## src/rtl/misaligned_mem_access.sv

```systemverilog
// rtl/misaligned_mem_access.sv - load/store unit splitting misaligned accesses into word-aligned beats
module misaligned_mem_access (
    input  logic        clk,
    input  logic        rst_n,
    input  logic        req_valid,
    input  logic        req_write,
    input  logic [2:0]  req_size,
    input  logic [31:0] req_addr,
    input  logic [31:0] req_wdata,
    output logic        busy,
    output logic        done,
    output logic        err,
    output logic [31:0] rdata,
    output logic [31:0] mem_addr,
    output logic        mem_rd_en,
    output logic        mem_wr_en,
    output logic [3:0]  mem_wstrb,
    output logic [31:0] mem_wdata,
    input  logic [31:0] mem_rdata
);

    typedef enum logic [1:0] {IDLE, ACC1, ACC2, FIN} state_t;

    state_t      state_q, state_d;
    logic        write_q, write_d;
    logic [2:0]  size_q, size_d;
    logic [31:0] addr_q, addr_d;
    logic [31:0] wdata_q, wdata_d;
    logic        split_q, split_d;
    logic [31:0] word0_q, word0_d;
    logic [31:0] rdata_q, rdata_d;
    logic        done_q, done_d;
    logic        err_q, err_d;
    logic [31:0] mem_addr_q, mem_addr_d;
    logic        mem_rd_en_q, mem_rd_en_d;
    logic        mem_wr_en_q, mem_wr_en_d;
    logic [3:0]  mem_wstrb_q, mem_wstrb_d;
    logic [31:0] mem_wdata_q, mem_wdata_d;

    // In IDLE the beat math looks at the live request so ACC1 outputs can be registered on acceptance.
    logic        cur_write;
    logic [2:0]  cur_size;
    logic [31:0] cur_addr;
    logic [31:0] cur_wdata;
    logic [3:0]  n_mask;
    logic [7:0]  lane_mask;
    logic [63:0] wdata_shift;
    logic        cur_split;
    logic        cur_legal;
    logic [63:0] read_pair;
    logic [31:0] read_word;
    logic [31:0] load_result;

    always_comb begin
        cur_write = (state_q == IDLE) ? req_write : write_q;
        cur_size  = (state_q == IDLE) ? req_size  : size_q;
        cur_addr  = (state_q == IDLE) ? req_addr  : addr_q;
        cur_wdata = (state_q == IDLE) ? req_wdata : wdata_q;

        case (cur_size[1:0])
            2'b00:   n_mask = 4'b0001;
            2'b01:   n_mask = 4'b0011;
            default: n_mask = 4'b1111;
        endcase

        case (cur_size)
            3'b000, 3'b001, 3'b010: cur_legal = 1'b1;
            3'b100, 3'b101:         cur_legal = ~cur_write;
            default:                cur_legal = 1'b0;
        endcase

        // Upper nibble / word of the shifted lane mask and data belong to the second beat.
        lane_mask   = {4'b0000, n_mask} << cur_addr[1:0];
        wdata_shift = {32'h0, cur_wdata} << {cur_addr[1:0], 3'b000};
        cur_split   = (lane_mask[7:4] != 4'b0000);
    end

    always_comb begin
        read_pair = split_q ? {mem_rdata, word0_q} : {32'h0, mem_rdata};
        read_word = 32'(read_pair >> {addr_q[1:0], 3'b000});
        case (size_q)
            3'b000:  load_result = {{24{read_word[7]}}, read_word[7:0]};
            3'b001:  load_result = {{16{read_word[15]}}, read_word[15:0]};
            3'b100:  load_result = {24'h0, read_word[7:0]};
            3'b101:  load_result = {16'h0, read_word[15:0]};
            default: load_result = read_word;
        endcase
    end

    always_comb begin
        state_d     = state_q;
        write_d     = write_q;
        size_d      = size_q;
        addr_d      = addr_q;
        wdata_d     = wdata_q;
        split_d     = split_q;
        word0_d     = word0_q;
        rdata_d     = rdata_q;
        done_d      = 1'b0;
        err_d       = 1'b0;
        mem_addr_d  = mem_addr_q;
        mem_wdata_d = mem_wdata_q;
        mem_rd_en_d = 1'b0;
        mem_wr_en_d = 1'b0;
        mem_wstrb_d = 4'b0000;

        case (state_q)
            IDLE: begin
                if (req_valid) begin
                    write_d = req_write;
                    size_d  = req_size;
                    addr_d  = req_addr;
                    wdata_d = req_wdata;
                    split_d = cur_split;
                    if (cur_legal) begin
                        state_d     = ACC1;
                        mem_addr_d  = {req_addr[31:2], 2'b00};
                        mem_rd_en_d = ~req_write;
                        mem_wr_en_d = req_write;
                        mem_wstrb_d = req_write ? lane_mask[3:0] : 4'b0000;
                        if (req_write) begin
                            mem_wdata_d = wdata_shift[31:0];
                        end
                    end else begin
                        state_d = FIN;
                        done_d  = 1'b1;
                        err_d   = 1'b1;
                    end
                end
            end
            ACC1: begin
                if (split_q) begin
                    state_d     = ACC2;
                    mem_addr_d  = mem_addr_q + 32'd4;
                    mem_rd_en_d = ~write_q;
                    mem_wr_en_d = write_q;
                    mem_wstrb_d = write_q ? lane_mask[7:4] : 4'b0000;
                    if (write_q) begin
                        mem_wdata_d = wdata_shift[63:32];
                    end
                end else begin
                    state_d = FIN;
                    done_d  = 1'b1;
                end
            end
            ACC2: begin
                word0_d = mem_rdata;
                state_d = FIN;
                done_d  = 1'b1;
            end
            default: begin
                if (!write_q && !err_q) begin
                    rdata_d = load_result;
                end
                state_d = IDLE;
            end
        endcase
    end

    always_ff @(posedge clk or negedge rst_n) begin
        if (!rst_n) begin
            state_q     <= IDLE;
            write_q     <= 1'b0;
            size_q      <= 3'b000;
            addr_q      <= 32'h0;
            wdata_q     <= 32'h0;
            split_q     <= 1'b0;
            word0_q     <= 32'h0;
            rdata_q     <= 32'h0;
            done_q      <= 1'b0;
            err_q       <= 1'b0;
            mem_addr_q  <= 32'h0;
            mem_rd_en_q <= 1'b0;
            mem_wr_en_q <= 1'b0;
            mem_wstrb_q <= 4'b0000;
            mem_wdata_q <= 32'h0;
        end else begin
            state_q     <= state_d;
            write_q     <= write_d;
            size_q      <= size_d;
            addr_q      <= addr_d;
            wdata_q     <= wdata_d;
            split_q     <= split_d;
            word0_q     <= word0_d;
            rdata_q     <= rdata_d;
            done_q      <= done_d;
            err_q       <= err_d;
            mem_addr_q  <= mem_addr_d;
            mem_rd_en_q <= mem_rd_en_d;
            mem_wr_en_q <= mem_wr_en_d;
            mem_wstrb_q <= mem_wstrb_d;
            mem_wdata_q <= mem_wdata_d;
        end
    end

    assign busy      = (state_q != IDLE);
    assign done      = done_q;
    assign err       = err_q;
    assign rdata     = rdata_q;
    assign mem_addr  = mem_addr_q;
    assign mem_rd_en = mem_rd_en_q;
    assign mem_wr_en = mem_wr_en_q;
    assign mem_wstrb = mem_wstrb_q;
    assign mem_wdata = mem_wdata_q;

endmodule

```

## config.mk

```make
export PLATFORM = sky130hd
export DESIGN_NAME = misaligned_mem_access
export DESIGN_NICKNAME = d
export VERILOG_FILES = /design/src/rtl/misaligned_mem_access.sv
export SDC_FILE = /design/constraint.sdc
export NUM_CORES = 1
export LEC_CHECK = 0
export CORE_AREA = 2 2 213 110
export DETAILED_ROUTE_END_ITERATION = 10
export DIE_AREA = 0 0 215 112
export PLACE_DENSITY_LB_ADDON = 0.05
export SLEW_MARGIN = 20
export SYNTH_ARGS = -nofsm -noshare
export SYNTH_HDL_FRONTEND = slang
export SYNTH_SLANG_ARGS = --single-unit
```

## constraint.sdc

```tcl
create_clock -name clk -period 2.34 [get_ports clk]
set_input_delay 0.702 -clock clk [delete_from_list [all_inputs] [get_ports clk]]
set_output_delay 0.702 -clock clk [all_outputs]
set_load 0.005 [all_outputs]
```

Word level (Yosys, flattened, before mapping)
Index checks and enable logic that the tools add are counted.
{"block": "op_classes", "n_addsub": 1, "eq_ne": 15, "n_shift": 3, "muxes": 41, "bitwise_logic": 4, "reduce_logical": 17}
{"cell": "$mux W32", "count": 9}
{"cell": "$pmux W32 S2", "count": 2}
{"cell": "$pmux W32 S4", "count": 1}
{"cell": "$mux W64", "count": 1}
{"cell": "$shl A32 B5 Y64", "count": 1}
{"cell": "$shr A64 B5 Y32", "count": 1}
{"cell": "$add A32 B3 Y32 const B", "count": 1}
{"cell": "$mux W4", "count": 5}
{"cell": "$pmux W4 S2", "count": 2}
{"cell": "$eq A3 B3 Y1 const B", "count": 4}
{"cell": "$mux W1", "count": 12}
{"cell": "$ne A2 B2 Y1 const B", "count": 5}
{"cell": "$shl A4 B2 Y8", "count": 1}
{"cell": "$eq A3 B1 Y1 const B", "count": 2}
{"cell": "$logic_not A3 Y1", "count": 2}
{"cell": "$mux W2", "count": 3}
{"cell": "$pmux W1 S2", "count": 3}
{"cell": "$pmux W2 S3", "count": 1}
{"cell": "$reduce_and A6 Y1", "count": 1}
{"cell": "$reduce_or A3 Y1", "count": 2}
{"cell": "$eq A2 B1 Y1 const B", "count": 2}
{"cell": "$logic_not A2 Y1", "count": 2}
{"cell": "$not A1 Y1", "count": 4}
{"cell": "$reduce_and A2 Y1", "count": 2}
{"cell": "10 further kinds", "count": 12}
{"block": "totals", "reg_bits": 177, "out_inout_bits": 105}

Depth between registers and ports, before layout
{"block": "logic_depth", "ltp_word": 9, "depth_mapped": 10}

Least setup slack after synthesis
OpenSTA, ideal clock, no wires.
{"block": "synth_timing", "path_kind": "reg-to-reg", "start": "register state_q[0]", "end": "register mem_wdata_q[14], in the netlist mem_wdata[14]", "arrival_time_ns": 2.215, "required_ns": 2.215, "path_slack_ns": 0.000, "path_stages_with_launch": 10, "n_path_buf": 3, "synth_period_minus_slack_ns": 2.340, "cell_sequence": "dfrtp_1 > inv_1 > ha_1 > buf_2 > buf_1 > buf_2 > mux2_2 > mux2i_1 > o2bb2ai_1 > mux2_2"}
{"block": "synth_between", "elab_chain_len": 7, "elab_cells_between_ends": 29}
{"element": "start, declared", "line": "24", "text": "state_t state_q, state_d;"}
{"element": "start signal, assigned", "line": "178", "text": "state_q <= state_d;"}
{"element": "$logic_not A2 Y1"}
{"element": "$mux W32, or another cell as far along", "line": "58", "text": "cur_wdata = (state_q == IDLE) ? req_wdata : wdata_q;"}
{"element": "$shl A32 B5 Y64, or another cell as far along", "line": "74", "text": "wdata_shift = {32'h0, cur_wdata} << {cur_addr[1:0], 3'b000};"}
{"element": "$mux W32, or another cell as far along", "line": "121", "text": "if (req_write) begin"}
{"element": "$mux W32 or $pmux W1 S2 (tied branches)", "line": "115, 66"}
{"element": "$mux W32 or $ne A2 B2 Y1 (tied branches)"}
{"element": "$pmux W32 S2 or $reduce_and A6 Y1 (tied branches)"}
{"element": "end signal, assigned", "line": "192", "text": "mem_wdata_q <= mem_wdata_d;"}
{"element": "end, declared", "line": "38", "text": "logic [31:0] mem_wdata_q, mem_wdata_d;"}
Several ways; a longest one is shown, not always the timed one. The select of a mux whose other input is x is not followed.
A chain may end at the register's enable or synchronous reset.

Worst setup path in the final report
{"block": "layout_timing", "start": "register mem_addr_q[18], in the netlist mem_addr[18]", "end": "output mem_addr[18]"}
{"element": "start, declared", "line": "34", "text": "logic [31:0] mem_addr_q, mem_addr_d;"}
{"element": "start signal, assigned", "line": "188", "text": "mem_addr_q <= mem_addr_d;"}
{"element": "end, declared", "line": "14", "text": "output logic [31:0] mem_addr,"}
No word-level cell between the ends.

==> results.json <==
{
  "status": "finished, final reports clean",
  "vias": 9381,
  "dr.pass1.iters": 5,
  "synth_ff_type": "dfrtp_1",
  "p_per_area_mw_per_mm2": 1520,
  "finalSetupTns_ns": 0,
  "drive_gt1_share_pct": 27.3,
  "finalNonFillerCells": 1585,
  "cts_htree_levels": 4,
  "crit_required_ns": 1.64,
  "synthMuxAreaShare_pct": 28.0,
  "fin_area_mm2": 0.0144,
  "power.switching_mw": 8.87,
  "drc": 0,
  "maxSlewViolCount": 0,
  "die-width_um": 215,
  "initial_core_util_pct": 47.0,
  "end_kind": "primary output",
  "rsz0062_at_grt": "false",
  "placedCellCount": 1550,
  "ys_seq_area_share_pct": 41.7,
  "critical_path.max_stage_delay_ns": 0.57,
  "hold_violations": 0,
  "avgSynthCellArea_um2": 10.5,
  "fmax_mhz": 446,
  "worst_ir_drop_vdd_mv": 0.767,
  "layout_setup_ws_ns": 0.0990,
  "antenna_found_initial": 2,
  "holdBufCountCts": 0,
  "netlist_area_mm2": 0.0105,
  "fin_crit_sh_pct": 95.8,
  "swShare_pct": 40.6,
  "post-route-util_pct": 64.3,
  "ys_seq_elements": 175,
  "gp_congestion": 0.940,
  "relSlewSlack_pct": 52.2,
  "grt_pass1_vias": 8989,
  "cts_buffers": 17,
  "grt_pass1_wl_um": 54200,
  "portBuffers": 205,
  "ys_warn_count": 0,
  "cts_sinks": 175,
  "power_mw": 21.9,
  "min_path_type": "input port to async pin",
  "cts_buffer_depth": 2,
  "synth_fa_ha_area_share_pct": 0.715,
  "power.internal_mw": 13.0,
  "core_mm2": 0.0223,
  "drv_cap": 0,
  "slowest_stage": "clkdlybuf4s50_1",
  "synth_xor_area_share_pct": 0,
  "crit_fanout": 8,
  "place_hpwl_um": 26700,
  "cp.arrival_ns": 1.54,
  "pre_cts_ws_ns": -0.345,
  "synth_top_family_by_area": "multiplexers",
  "start_kind": "register",
  "holdWs_ns": 0.146,
  "synth_edf_count": 0,
  "leakage_nw": 6.04,
  "async_flop_share_pct": 100,
  "tritoncts": "built",
  "fin_nets": 1373,
  "fin_crit_ns": 2.24,
  "vias_per_cell": 5.92,
  "die_area_mm2": 0.0241,
  "routed_wl_um": 35300,
  "cp_top_family": "buffers and inverters",
  "syn_inst": 1001,
  "root_buffer": "clkbuf_16",
  "clock_latency_ns": 0.44,
  "gr-total-overflow": 0,
  "fin_skew_ns": 0.0114,
  "synth-compound-area-share_pct": 14.8,
  "syn_to_final_growth_pct": 36.9,
  "layout_commonest_cell": "clkdlybuf4s50_1",
  "worst_pin_slew_ns": 0.713,
  "clkPwrFrac_pct": 14.2,
  "synthSimpleGateAreaFrac_pct": 11.2,
  "yosysUniqueCellTypes": 58,
  "final_antenna_net_count": 0,
  "clkTransAtPathRegs_ns": 0.07,
  "final_cell_mix": "clkdlybuf4s50_1 (203), dfrtp_1 (174), mux2_2 (135)",
  "pin_count": 208,
  "grt_max_degree": 60,
  "placed_area_mm2": 0.0136,
  "worstSetupPathType": "register to primary output",
  "share_seq_of_total_power_pct": 26.6,
  "drt_iter0_drc": 1125,
  "post_drt_wl_per_cell_um": 22.3,
  "grt.total_usage_pct": 29.7,
  "setup_viol": 0,
  "comb_power_share_pct": 59.2,
  "rows": 39,
  "crit_chain": "clkdlybuf4s50_1",
  "crit_buf_inv": 1,
  "die_h_um": 112
}
[Yosys cell counts, drive strengths merged, types with 3 or more instances]
master   count  area, um^2
mux2       136        1530
nor2b        4        25.0
nor2        64         240
nand4       14        87.6
ha           6        75.1
nand3       13        65.1
a41o         6        60.1
a41oi        4        35.0
mux2i       89         891
nand2b       3        18.8
a31oi        8        65.1
a21oi       81         443
inv          6        22.5
or4          4        30.0
mux4        23         518
and2         5        31.3
nor3b        3        22.5
a221o        3        30.0
a22oi       20         150
nor3        25         130
buf         31         161
and4         5        43.8
o2bb2ai      7        61.3
o21ai       61         305
nand2       78         293
dfrtp      175        4380
clkbuf      49         185
a311oi       7        61.3
o22ai       15        93.8
o22a         9        78.8
and3        24         150
[layout make-up]
type | instances | area [um^2]
diodes | 1 | 2.50
clock buffers | 17 | 425
clock inverters | 15 | 211
fillers | 1887 | 7990
inverters | 6 | 25.0
multi-input cells | 741 | 5830
flip-flops and latches | 175 | 4380
well taps | 307 | 384
repair buffers | 323 | 3100
[metal layers]
metal | track usage, % | up-vias | wire length, um
met1 | 47.8 | 4640 | 17700
met2 | 36.1 | 426 | 13200
li1 | - | 4283 | -
met3 | 11.6 | 32 | 4040
met4 | 6.80 | 0 | 415
met5 | 0 | - | 0
[sequential cells by signal, indices dropped and copies added, names as in the netlist]
| signal | count |
|---|---|
| wdata_q | 32 |
| mem_wdata | 32 |
| write_q | 1 |
| done | 1 |
| size_q | 3 |
| addr_q | 2 |
| split_q | 1 |
| state_q | 2 |
| mem_wr_en | 1 |
| mem_rd_en | 1 |
| mem_addr | 30 |
| rdata | 32 |
| err | 1 |
| mem_wstrb | 4 |
| word0_q | 32 |
[path summary, 6_finish.rpt]
check / depth (start not counted) / start / slack, ns / endpoint
setup / recovery: 1 / mem_addr[18]$_DFFE_PN0P_ / 0.1 / mem_addr[18]
hold / removal: 1 / rst_n / 0.15 / word0_q[19]$_DFFE_PN0P_
setup reg to reg: 8 / state_q[0]$_DFFE_PN0N_ / 0.12 / mem_addr[24]$_DFFE_PN0P_
hold reg to reg: 2 / mem_wdata[27]$_DFFE_PN0P_ / 0.48 / mem_wdata[27]$_DFFE_PN0P_
max in group asynchronous: 2 / rst_n / 1.52 / word0_q[31]$_DFFE_PN0P_
min in group clk: 2 / mem_wdata[27]$_DFFE_PN0P_ / 0.48 / mem_wdata[27]$_DFFE_PN0P_
[power by group through the flow]
| stage | sequential, mW | clock [mW] | combinational [mW] |
|---|---|---|---|
| floorplan | 5.44 | 0 | 7.40 |
| global placement | 5.78 | 0 | 12.3 |
| detailed placement | 5.82 | 0 | 12.5 |
| CTS | 5.77 | 3.16 | 12.6 |
| global route | 6.02 | 3.30 | 13.9 |
| finish | 5.82 | 3.11 | 12.9 |
[logic make-up (layout without fill, tap and decap cells)]
logic type	after synthesis	in the layout
multiplexers	248	248
AO/OA/AOI/OAI	237	237
AND/OR/NAND/NOR	248	248
adder cells (fa/ha/maj)	6	6
buffers and inverters	86	361
flip-flops	175	175
other	1	3
[what timing repair did]
action | 4_1_cts | 5_1_grt
setup buffers | 1 | 1
cloned | 0 | 1
pin swaps | 1 | 4
setup endpoints to repair | 1 | 64
gates resized for setup | 7 | 24
Note: power is estimated with default switching activity, not from simulation.
